**config.mk**
```make
export PLATFORM = sky130hd
export DESIGN_NAME = mem_write_buffer
export DESIGN_NICKNAME = d
export VERILOG_FILES = /design/src/rtl/mem_write_buffer_pkg.sv /design/src/rtl/wbuf_cam.sv /design/src/rtl/mem_write_buffer.sv
export SDC_FILE = /design/constraint.sdc
export NUM_CORES = 2
export LEC_CHECK = 0
export ABC_AREA = 1
export ABC_CLOCK_PERIOD_IN_PS = 66300
export BUFFER_PORTS_ARGS = -buffer_cell sky130_fd_sc_hd__buf_2
export CORE_ASPECT_RATIO = 0.9
export CORE_MARGIN = 5
export CORE_UTILIZATION = 24
export DETAILED_ROUTE_END_ITERATION = 7
export SLEW_MARGIN = 0
export SYNTH_ARGS = -nofsm -noshare
export SYNTH_HDL_FRONTEND = slang
export SYNTH_SLANG_ARGS = --single-unit
```
**constraint.sdc**
```tcl
create_clock -name clk -period 66.3 [get_ports clk]
set_clock_uncertainty 0.1 [all_clocks]
set_input_delay 16.575 -clock clk [delete_from_list [all_inputs] [get_ports clk]]
set_output_delay 16.575 -clock clk [all_outputs]
set_load 0.02 [all_outputs]
```
**src/rtl/mem_write_buffer_pkg.sv**
```systemverilog
// Shared definitions for the posted write buffer.
//   LINE_W_DEF / ADDR_W_DEF : default line and line-address widths
//   mstate_e                : memory-side FSM encoding (M_IDLE=0, M_WRITE=1, M_READ=2)
package mem_write_buffer_pkg;
  localparam int LINE_W_DEF = 128;
  localparam int ADDR_W_DEF = 28;

  typedef enum logic [1:0] {
    M_IDLE  = 2'd0,
    M_WRITE = 2'd1,
    M_READ  = 2'd2
  } mstate_e;
endpackage

```
**src/rtl/wbuf_cam.sv**
```systemverilog
// Entry storage for the write buffer: valid bits, line addresses and line data,
// with a parallel address compare.
//   wr_en/wr_idx/wr_addr/wr_data : write (enqueue or coalesce) one entry
//   inv_en/inv_idx               : invalidate one entry (drain complete)
//   lookup_addr -> hit/hit_idx/hit_data : associative lookup
//   rd_idx -> rd_addr/rd_data    : indexed read (drain source)
module wbuf_cam #(
  parameter  int DEPTH  = 4,
  parameter  int LINE_W = 128,
  parameter  int ADDR_W = 28,
  localparam int IDX_W  = $clog2(DEPTH)
) (
  input  logic              clk,
  input  logic              rst,
  input  logic              wr_en,
  input  logic [IDX_W-1:0]  wr_idx,
  input  logic [ADDR_W-1:0] wr_addr,
  input  logic [LINE_W-1:0] wr_data,
  input  logic              inv_en,
  input  logic [IDX_W-1:0]  inv_idx,
  input  logic [ADDR_W-1:0] lookup_addr,
  output logic              hit,
  output logic [IDX_W-1:0]  hit_idx,
  output logic [LINE_W-1:0] hit_data,
  input  logic [IDX_W-1:0]  rd_idx,
  output logic [ADDR_W-1:0] rd_addr,
  output logic [LINE_W-1:0] rd_data
);
  logic [DEPTH-1:0]             vld;
  logic [DEPTH-1:0][ADDR_W-1:0] addr_q;
  logic [DEPTH-1:0][LINE_W-1:0] data_q;
  logic [DEPTH-1:0]             match;

  for (genvar i = 0; i < DEPTH; i++) begin : g_ent
    assign match[i] = vld[i] && (addr_q[i] == lookup_addr);
  end

  // At most one valid entry per address, so the encoder never sees two bits.
  always_comb begin
    hit     = |match;
    hit_idx = '0;
    for (int i = 0; i < DEPTH; i++)
      if (match[i]) hit_idx = IDX_W'(i);
  end

  assign hit_data = data_q[hit_idx];
  assign rd_addr  = addr_q[rd_idx];
  assign rd_data  = data_q[rd_idx];

  // Invalidate before write: on a full buffer the enqueue lands in the slot
  // being drained, and the new entry must survive.
  always_ff @(posedge clk or posedge rst) begin
    if (rst) begin
      vld    <= '0;
      addr_q <= '0;
      data_q <= '0;
    end else begin
      if (inv_en) vld[inv_idx] <= 1'b0;
      if (wr_en) begin
        vld[wr_idx]    <= 1'b1;
        addr_q[wr_idx] <= wr_addr;
        data_q[wr_idx] <= wr_data;
      end
    end
  end
endmodule

```
**src/rtl/mem_write_buffer.sv**
```systemverilog
// Posted write buffer between L2's memory port and main memory.
// Upstream (cache):  c_read/c_write/c_addr/c_wdata in, c_rdata/c_ready out.
// Downstream (mem):  mem_read/mem_write/mem_addr/mem_wdata out, mem_rdata/mem_ready in.
// wbuf_empty: no buffered lines and no memory transaction in flight.
// Writes are absorbed into a circular FIFO (coalescing same-address lines),
// drained in the background; reads hit the buffer or go to memory, reads first.
module mem_write_buffer
  import mem_write_buffer_pkg::*;
#(
  parameter int DEPTH  = 4,
  parameter int LINE_W = LINE_W_DEF,
  parameter int ADDR_W = ADDR_W_DEF
) (
  input  logic              clk,
  input  logic              proc_reset,
  input  logic              c_read,
  input  logic              c_write,
  input  logic [ADDR_W-1:0] c_addr,
  input  logic [LINE_W-1:0] c_wdata,
  output logic [LINE_W-1:0] c_rdata,
  output logic              c_ready,
  output logic              mem_read,
  output logic              mem_write,
  output logic [ADDR_W-1:0] mem_addr,
  output logic [LINE_W-1:0] mem_wdata,
  input  logic [LINE_W-1:0] mem_rdata,
  input  logic              mem_ready,
  output logic              wbuf_empty
);
  localparam int IDX_W = $clog2(DEPTH);
  localparam int CNT_W = $clog2(DEPTH + 1);

  mstate_e            state, state_d;
  logic [IDX_W-1:0]   head, tail;
  logic [CNT_W-1:0]   count;
  logic               hit;
  logic [IDX_W-1:0]   hit_idx;
  logic [LINE_W-1:0]  hit_data, head_data;
  logic [ADDR_W-1:0]  head_addr;
  logic               wr_req, rd_req, drain_done, rd_done, head_hazard;
  logic               coalesce, enq, rd_hit, rd_miss, launch_rd, launch_wr;

  // The request is still asserted during its own c_ready cycle; ignore it.
  assign wr_req      = c_write && !c_ready;
  assign rd_req      = c_read && !c_ready;
  assign drain_done  = (state == M_WRITE) && mem_ready;
  assign rd_done     = (state == M_READ) && mem_ready;
  // Overwriting the line currently on the bus would be lost; wait for it.
  assign head_hazard = hit && (hit_idx == head) && (state == M_WRITE);
  assign coalesce    = wr_req && hit && !head_hazard;
  assign enq         = wr_req && !hit && ((count < CNT_W'(DEPTH)) || drain_done);
  assign rd_hit      = rd_req && hit;
  assign rd_miss     = rd_req && !hit;
  assign wbuf_empty  = (count == '0) && (state == M_IDLE);

  wbuf_cam #(.DEPTH(DEPTH), .LINE_W(LINE_W), .ADDR_W(ADDR_W)) u_cam (
    .clk        (clk),
    .rst        (proc_reset),
    .wr_en      (coalesce || enq),
    .wr_idx     (coalesce ? hit_idx : tail),
    .wr_addr    (c_addr),
    .wr_data    (c_wdata),
    .inv_en     (drain_done),
    .inv_idx    (head),
    .lookup_addr(c_addr),
    .hit        (hit),
    .hit_idx    (hit_idx),
    .hit_data   (hit_data),
    .rd_idx     (head),
    .rd_addr    (head_addr),
    .rd_data    (head_data)
  );

  always_comb begin
    state_d   = state;
    launch_rd = 1'b0;
    launch_wr = 1'b0;
    unique case (state)
      M_IDLE: begin
        if (rd_miss) begin
          state_d   = M_READ;
          launch_rd = 1'b1;
        end else if (count != '0) begin
          state_d   = M_WRITE;
          launch_wr = 1'b1;
        end
      end
      M_WRITE: if (mem_ready) state_d = M_IDLE;
      M_READ:  if (mem_ready) state_d = M_IDLE;
      default: state_d = M_IDLE;
    endcase
  end

  always_ff @(posedge clk or posedge proc_reset) begin
    if (proc_reset) begin
      state     <= M_IDLE;
      head      <= '0;
      tail      <= '0;
      count     <= '0;
      c_ready   <= 1'b0;
      c_rdata   <= '0;
      mem_read  <= 1'b0;
      mem_write <= 1'b0;
      mem_addr  <= '0;
      mem_wdata <= '0;
    end else begin
      state   <= state_d;
      c_ready <= coalesce || enq || rd_hit || rd_done;
      if (rd_hit)       c_rdata <= hit_data;
      else if (rd_done) c_rdata <= mem_rdata;

      if (enq)        tail <= tail + 1'b1;
      if (drain_done) head <= head + 1'b1;
      case ({enq, drain_done})
        2'b10:   count <= count + 1'b1;
        2'b01:   count <= count - 1'b1;
        default: ;
      endcase

      if (launch_rd) begin
        mem_read <= 1'b1;
        mem_addr <= c_addr;
      end else if (launch_wr) begin
        mem_write <= 1'b1;
        mem_addr  <= head_addr;
        // A coalesce into the head in the launch cycle must reach memory.
        mem_wdata <= (coalesce && (hit_idx == head)) ? c_wdata : head_data;
      end
      if (drain_done) mem_write <= 1'b0;
      if (rd_done)    mem_read  <= 1'b0;
    end
  end
endmodule

```
## Word-level counts from Yosys, hierarchy flattened

Cells that the tools add are included.

| word-level totals | value |
|---|---|
| register bits | 924 |
| logic and storage cells | 127 |
| input port bits | 289 |
| output and inout port bits | 288 |

| cells by class | value |
|---|---|
| equal/unequal tests | 12 |
| reduce and logical (&&, ||, !) cells | 40 |
| multiplexer cells | 42 |
| bitwise logic cells | 4 |
| $lt $le $gt $ge | 6 |
| add/sub/neg operators | 4 |

Operators with widths:

| operator | number |
|---|---|
| two-way mux 128 bit | 6 |
| binary-select mux 128 bit (select 2 bit) | 2 |
| bitwise mux 512 bit | 1 |
| demux 128 bit (select 2 bit) | 1 |
| bitwise mux 112 bit | 1 |
| equality test 28 bit | 4 |
| two-way mux 28 bit | 4 |
| binary-select mux 28 bit (select 2 bit) | 1 |
| demux 28 bit (select 2 bit) | 1 |
| logical AND 1 bit | 20 |
| two-way mux 1 bit | 13 |
| two-way mux 2 bit | 6 |
| nonzero test 2 bit | 5 |
| < comparator 2 x 3 -> 1 bit, second input constant | 3 |
| two-way mux 4 bit | 2 |
| case mux 3 bit (2 select lines) | 1 |
| AND reduction 2 bit | 3 |
| adder 2 x 1 -> 2 bit, second input constant | 2 |
| AND 4 bit | 1 |
| demux 1 bit (select 2 bit) | 2 |
| equality test 2 x 1 -> 1 bit, second input constant | 2 |
| equality test 2 bit, second input constant | 2 |
| >= comparator 2 x 1 -> 1 bit, second input constant | 2 |
| logical OR 1 bit | 4 |
| other kinds (17) | 19 |

## Longest topological paths before layout

| depth | value |
|---|---|
| depth after elaboration | 17 |
| mapped depth | 23 |
| gate-level depth less buffers | 20 |

## Modules after synthesis

Synthesis repeated with hierarchy kept, for this count alone.

| unflattened totals | value |
|---|---|
| cell total of the unflattened synthesis | 7,363 |
| area, all modules | 51,072.7 um2 |

By module, submodules not included:

| module | instances | sequential area each (um2) | cells an instance | area each (um2) |
|---|---|---|---|---|
| wbuf_cam | 1 | 15,715.1 | 5,191 | 35,502.8 |
| mem_write_buffer | 1 | 7,407.1 | 2,172 | 15,569.9 |

## Worst setup path before layout

OpenSTA, ideal clock, no wires.

| timing path | value |
|---|---|
| path type | in2reg |
| start | in c_addr[22] |
| end | reg count[2] |
| cell stages on the path | 16 |
| path buffers | 1 |
| library setup time | 0.131 ns |
| data required time | 66.069 ns |
| arrival | 18.572 ns |
| setup slack | 47.497 ns |
| path through | buf_2 -> xnor2_1 -> nand2_1 -> nor2_1 -> nand2_1 -> nor2_1 -> nand2_1 -> nand2_1 -> nor2_2 -> o211ai_2 -> ha_1 -> inv_1 -> fa_1 -> a21oi_1 -> o21ai_0 -> xor2_1 |

| on the way | value |
|---|---|
| longest elaborated chain between the ends | 8 |
| elaborated cells on any way between the ends | 16 |
| those cells by class | eq/ne (6); mux (1); reduce/logical (9) |

RTL lines:

| what | line | text |
|---|---|---|
| start, declared | mem_write_buffer.sv:18 | `input logic [ADDR_W-1:0] c_addr,` |
| equality test 28 bit | wbuf_cam.sv:35 | `assign match[i] = vld[i] && (addr_q[i] == lookup_addr);` |
| logical AND 1 bit | wbuf_cam.sv:35 |  |
| OR reduction 4 bit (*) | wbuf_cam.sv:40 | `hit = \|match;` |
| logical NOT 1 bit (*) | mem_write_buffer.sv:51 | `assign enq = wr_req && !hit && ((count < CNT_W'(DEPTH)) \|\| drain_done);` |
| logical AND 1 bit (*) (2 in series) | mem_write_buffer.sv:51 |  |
| equality test 2 x 1 -> 1 bit or equality test 2 bit (tied branches) | mem_write_buffer.sv:114 | `case ({enq, drain_done})` |
| case mux 3 bit (2 select lines) or nonzero test 2 bit (tied branches) | n/a |  |
| end signal, assigned | mem_write_buffer.sv:115 | `2'b10: count <= count + 1'b1;` |
| end signal, assigned | mem_write_buffer.sv:116 | `2'b01: count <= count - 1'b1;` |
| end, declared | mem_write_buffer.sv:35 | `logic [CNT_W-1:0] count;` |

Every way passes the cells marked *; elsewhere a longest branch is shown, timed or not.
A chain may end at the register's enable or synchronous reset.

## Worst setup path after layout

| timing path | value |
|---|---|
| start | in c_addr[23] |
| end | reg u_cam.addr_q[98] in the netlist's numbering |

| on the way | value |
|---|---|
| longest elaborated chain between the ends | 16 |
| elaborated cells on any way between the ends | 29 |
| those cells by class | order compare (2); eq/ne (5); mux (7); reduce/logical (15) |

RTL lines:

| what | line | text |
|---|---|---|
| equality test 28 bit | wbuf_cam.sv:35 |  |
| logical AND 1 bit | wbuf_cam.sv:35 |  |
| two-way mux 1 bit | wbuf_cam.sv:43 | `if (match[i]) hit_idx = IDX_W'(i);` |
| two-way mux 2 bit (2 in series) | wbuf_cam.sv:43 |  |
| equality test 2 bit | mem_write_buffer.sv:49 | `assign head_hazard = hit && (hit_idx == head) && (state == M_WRITE);` |
| logical AND 1 bit (2 in series) | mem_write_buffer.sv:49 |  |
| logical NOT 1 bit | mem_write_buffer.sv:50 | `assign coalesce = wr_req && hit && !head_hazard;` |
| logical AND 1 bit | mem_write_buffer.sv:50 |  |
| two-way mux 2 bit | mem_write_buffer.sv:60 | `.wr_idx (coalesce ? hit_idx : tail),` |
| < comparator 2 x 3 -> 1 bit (not written as such) or >= comparator 2 x 1 -> 1 bit (tied branches) | wbuf_cam.sv:61 | `addr_q[wr_idx] <= wr_addr;` |
| logical AND 1 bit (not written as such) | wbuf_cam.sv:61 |  |
| two-way mux 28 bit (not written as such) | wbuf_cam.sv:61 |  |
| demux 28 bit (select 2 bit) | n/a |  |
| bitwise mux 112 bit | wbuf_cam.sv:61 |  |
| end signal, assigned by index | wbuf_cam.sv:61 |  |
| end, declared | wbuf_cam.sv:30 | `logic [DEPTH-1:0][ADDR_W-1:0] addr_q;` |

Parallel ways exist; a longest one is shown, timed or not.

==> qor.yml <==
sta:
  min_period_over_period_pct: 33.5
  maxSlewViolCount: 0
  relSlewSlack_pct: 22.8
  tightest_slew_ns: 1.16
  fin_ws_ns: 44.09
  fin_crit_ns: 22.21
  hold_viol: 0
  setup-tns-final_ns: 0
  setup_viol: 0
  rsz0062_at_grt: "false"
  max_clock_freq_mhz: 45.0
synth:
  synth_edf_count: 0
  ys_ff_latch: 924
  synth.distinct_cells: 48
  yosysWarnings: 0
  syn-mean-instance-area_um2: 7.45
  synthFlopType: "dfrtp_1"
  ys_seq_area_share_pct: 45.0
  syn-cell-area_um2: 51400
  syn_inst: 6899
  synthesis.nets: 7197
  postSynth.asyncResetShare_pct: 100
power_and_ir_drop:
  p_per_area_nw_per_um2: 50.7
  p_leak_uw: 0.0290
  ir_worst_vdd_mv: 0.0266
placed_design:
  globalplace.congestion: 0.911
  numPortBuffers: 576
  dp_slack_ns: 43.19
  hpwl_um: 139000
  dpl_cell_area_um2: 55300
floorplanning:
  dieArea_um2: 223000
  die_x_um: 498
  die_h_um: 449
  ios: 577
  start_util_pct: 24.1
  core_um2: 214000
  rows: 161
status:
  status: "finished clean"
worst_setup_path:
  crit_slowest_cell: "buf_4"
  arrival_ns: 22.79
  cp_common_cell: "nand2_1"
  crit_chain: "buf_2 -> inv_2 -> nand2_1 -> nand2_1 -> inv_1 -> nand2_1 -> nor2_1 -> nand2_1 -> nor2_2 -> nand2_8 -> nand2_4 -> nand2_8 -> nand2_2 -> nand4_4 -> nand3_1 -> nand2_8 -> nand3_4 -> buf_4 -> buf_4 -> buf_4 -> nand2_1 -> nand2_1"
  crit_path_max_incr_delay_ns: 0.89
  rr_endpoint: "u_cam.addr_q[98]"
  r2r_slack_ns: 59.57
  crit_type: "input port to flop"
  cp-end-kind: "flop"
  startpoint_type: "input port"
  cp.required_ns: 66.88
  reg2reg_depth: 21
  path_max_fanout: 87
  r2r-start: "u_cam.addr_q[81]"
final_layout:
  areaGrowthSynthToFinish_pct: 15.1
  n_fill_cell: 23200
  final_nets: 7341
  final-seq-area_um2: 23100
  fin_area_um2: 59100
  drive_gt1_share_pct: 12.9
  multi_input_area_um2: 24000
clock_network:
  clkLatencyLatePin_ns: 0.77
  cts.sink_count: 924
  tritoncts: "done"
  cts_buffers: 108
  root_buffer: "clkbuf_16"
  clockBufferDepth: 3
  htreeDepth: 3
  post_cts_resized: 0
  post_cts_buffers: 0
  clkTransAtPathRegs_ns: 0.06
  holdBufCountCts: 0
route:
  drc_errors: 0
  wl_per_cell_um: 22.4
  routed-via-count: 51900
  drt-total-wl_um: 225000
  dr.pass1.iters: 8
  vias_per_cell: 5.19
  drt_iter0_drc: 5955
  ant_nets: 0
min_path:
  worstHoldStart: "u_cam.data_q[359]"
  worstHoldEndpoint: "u_cam.data_q[359]"
  hp-class: "flop to flop"
  holdPathStages: 2
global_route:
  grt_pass1_wl_um: 334000
  antenna_found_initial: 41
  grt.total_usage_pct: 19.3
  grt_max_degree: 197
  grt_pass1_vias: 50100
  grt_overflow: 0
run:
  max-cap-violations: 0
## final cells by class
cell class / count / area share, %
Multi-Input combinational cell: 5088 / 40.6
Sequential cell: 924 / 39.1
Tap cell: 2852 / 6.04
Timing Repair Buffer: 653 / 5.96
Clock buffer: 150 / 5.25
Inverter: 268 / 1.78
Clock inverter: 51 / 1.16
Antenna cell: 23 / 0.0973
## power by group
group,switching [uW],internal (uW)
combinational,976,373
clock,266,379
sequential,191,815
## through the flow
stage	util (%)	power (uW)	instances	hold slack [ns]
global placement	25.9	2320	9785	0.353
floorplan	-	1890	6899	0.342
CTS	27.7	3010	9986	0.373
global route	27.7	3200	10000	0.382
detailed placement	25.9	2350	9785	0.358
finish	27.7	3000	10000	0.369
## worst max-delay path by stage
| stage | startpoint | to | cells past startpoint | slack, ns |
|---|---|---|---|---|
| after detailed placement | c_addr[19] | u_cam.addr_q[98] | 22 | 43.19 |
| after CTS | c_addr[19] | u_cam.addr_q[98] | 22 | 44.04 |
| final | c_addr[23] | u_cam.addr_q[98] | 22 | 44.09 |
| after floorplan | proc_reset | c_rdata[0] | 1 | 23.64 |
| after global placement | c_addr[11] | u_cam.addr_q[102] | 21 | 43.27 |
| after global routing | c_addr[19] | u_cam.data_q[497] | 22 | 43.71 |
## placed cells by master (no fill, tap or decap), types with 7 or more instances in the layout
cell type and n:
a22oi_1 128, a21oi_1 186, clkinv_2 20, nor2_1 606, clkbuf_1 19, xnor2_1 25
o21ai_1 31, clkbuf_16 109, o22ai_1 10, buf_2 576, xor2_1 8, bufinv_16 13
buf_4 72, inv_6 12, nand3_4 7, ha_1 8, inv_1 224, diode_2 23
o211ai_1 162, nand3_1 44, nand2_1 2260, clkbuf_8 22, inv_2 32, nand2_8 7
o21ai_0 890, dfrtp_1 922, nand4_1 656
## registers in the layout (all words and copies together) (netlist names), 2 cells and up
| name | flops |
|---|---|
| mem_addr | 28 |
| u_cam.data_q | 512 |
| mem_wdata | 128 |
| tail | 2 |
| head | 2 |
| u_cam.vld | 4 |
| count | 3 |
| state | 2 |
| u_cam.addr_q | 112 |
| c_rdata | 128 |
## logic make-up (layout without fill, tap and decap cells)
group	count (synthesis)	in the layout	share of synthesized area [%]
AO/OA/AOI/OAI	1418	1418	15.3
XOR/XNOR	33	33	0.563
adder cells (fa/ha/maj)	9	9	0.234
buffers and inverters	887	1122	8.57
flip-flops	924	924	45.0
other	0	23	0
AND/OR/NAND/NOR	3628	3628	30.3
## Yosys cell counts (all sizes together) (5+ instances only)
| master | number | area (um2) |
|---|---|---|
| and2 | 6 | 37.5 |
| buf | 323 | 2220 |
| xor2 | 8 | 70.1 |
| o211ai | 163 | 1230 |
| o22ai | 10 | 62.6 |
| nand2 | 2276 | 8620 |
| a22oi | 128 | 961 |
| inv | 264 | 996 |
| nand4 | 657 | 4130 |
| a32o | 5 | 50.1 |
| dfrtp | 924 | 23100 |
| clkbuf | 296 | 1170 |
| or2 | 8 | 50.1 |
| nand3 | 53 | 308 |
| nor2 | 612 | 2320 |
| ha | 8 | 100 |
| o21ai | 921 | 4610 |
| xnor2 | 25 | 219 |
| nor3 | 7 | 40.0 |
| a21oi | 187 | 936 |
## worst max-delay path: cells and delay by family
kind,cells,cell delay (ns)
buf+inv,6,2.44
simple gates,16,3.50
## routing by layer
metal / routed length [um] / global-route usage, % / share of wire [%]
met5: 110 / 0 / 0.049
met2: 102000 / 30.6 / 46
met1: 94700 / 25.7 / 42
met3: 18900 / 4.08 / 8.4
met4: 8560 / 7.33 / 3.8
(Power assumes the default switching activity.)
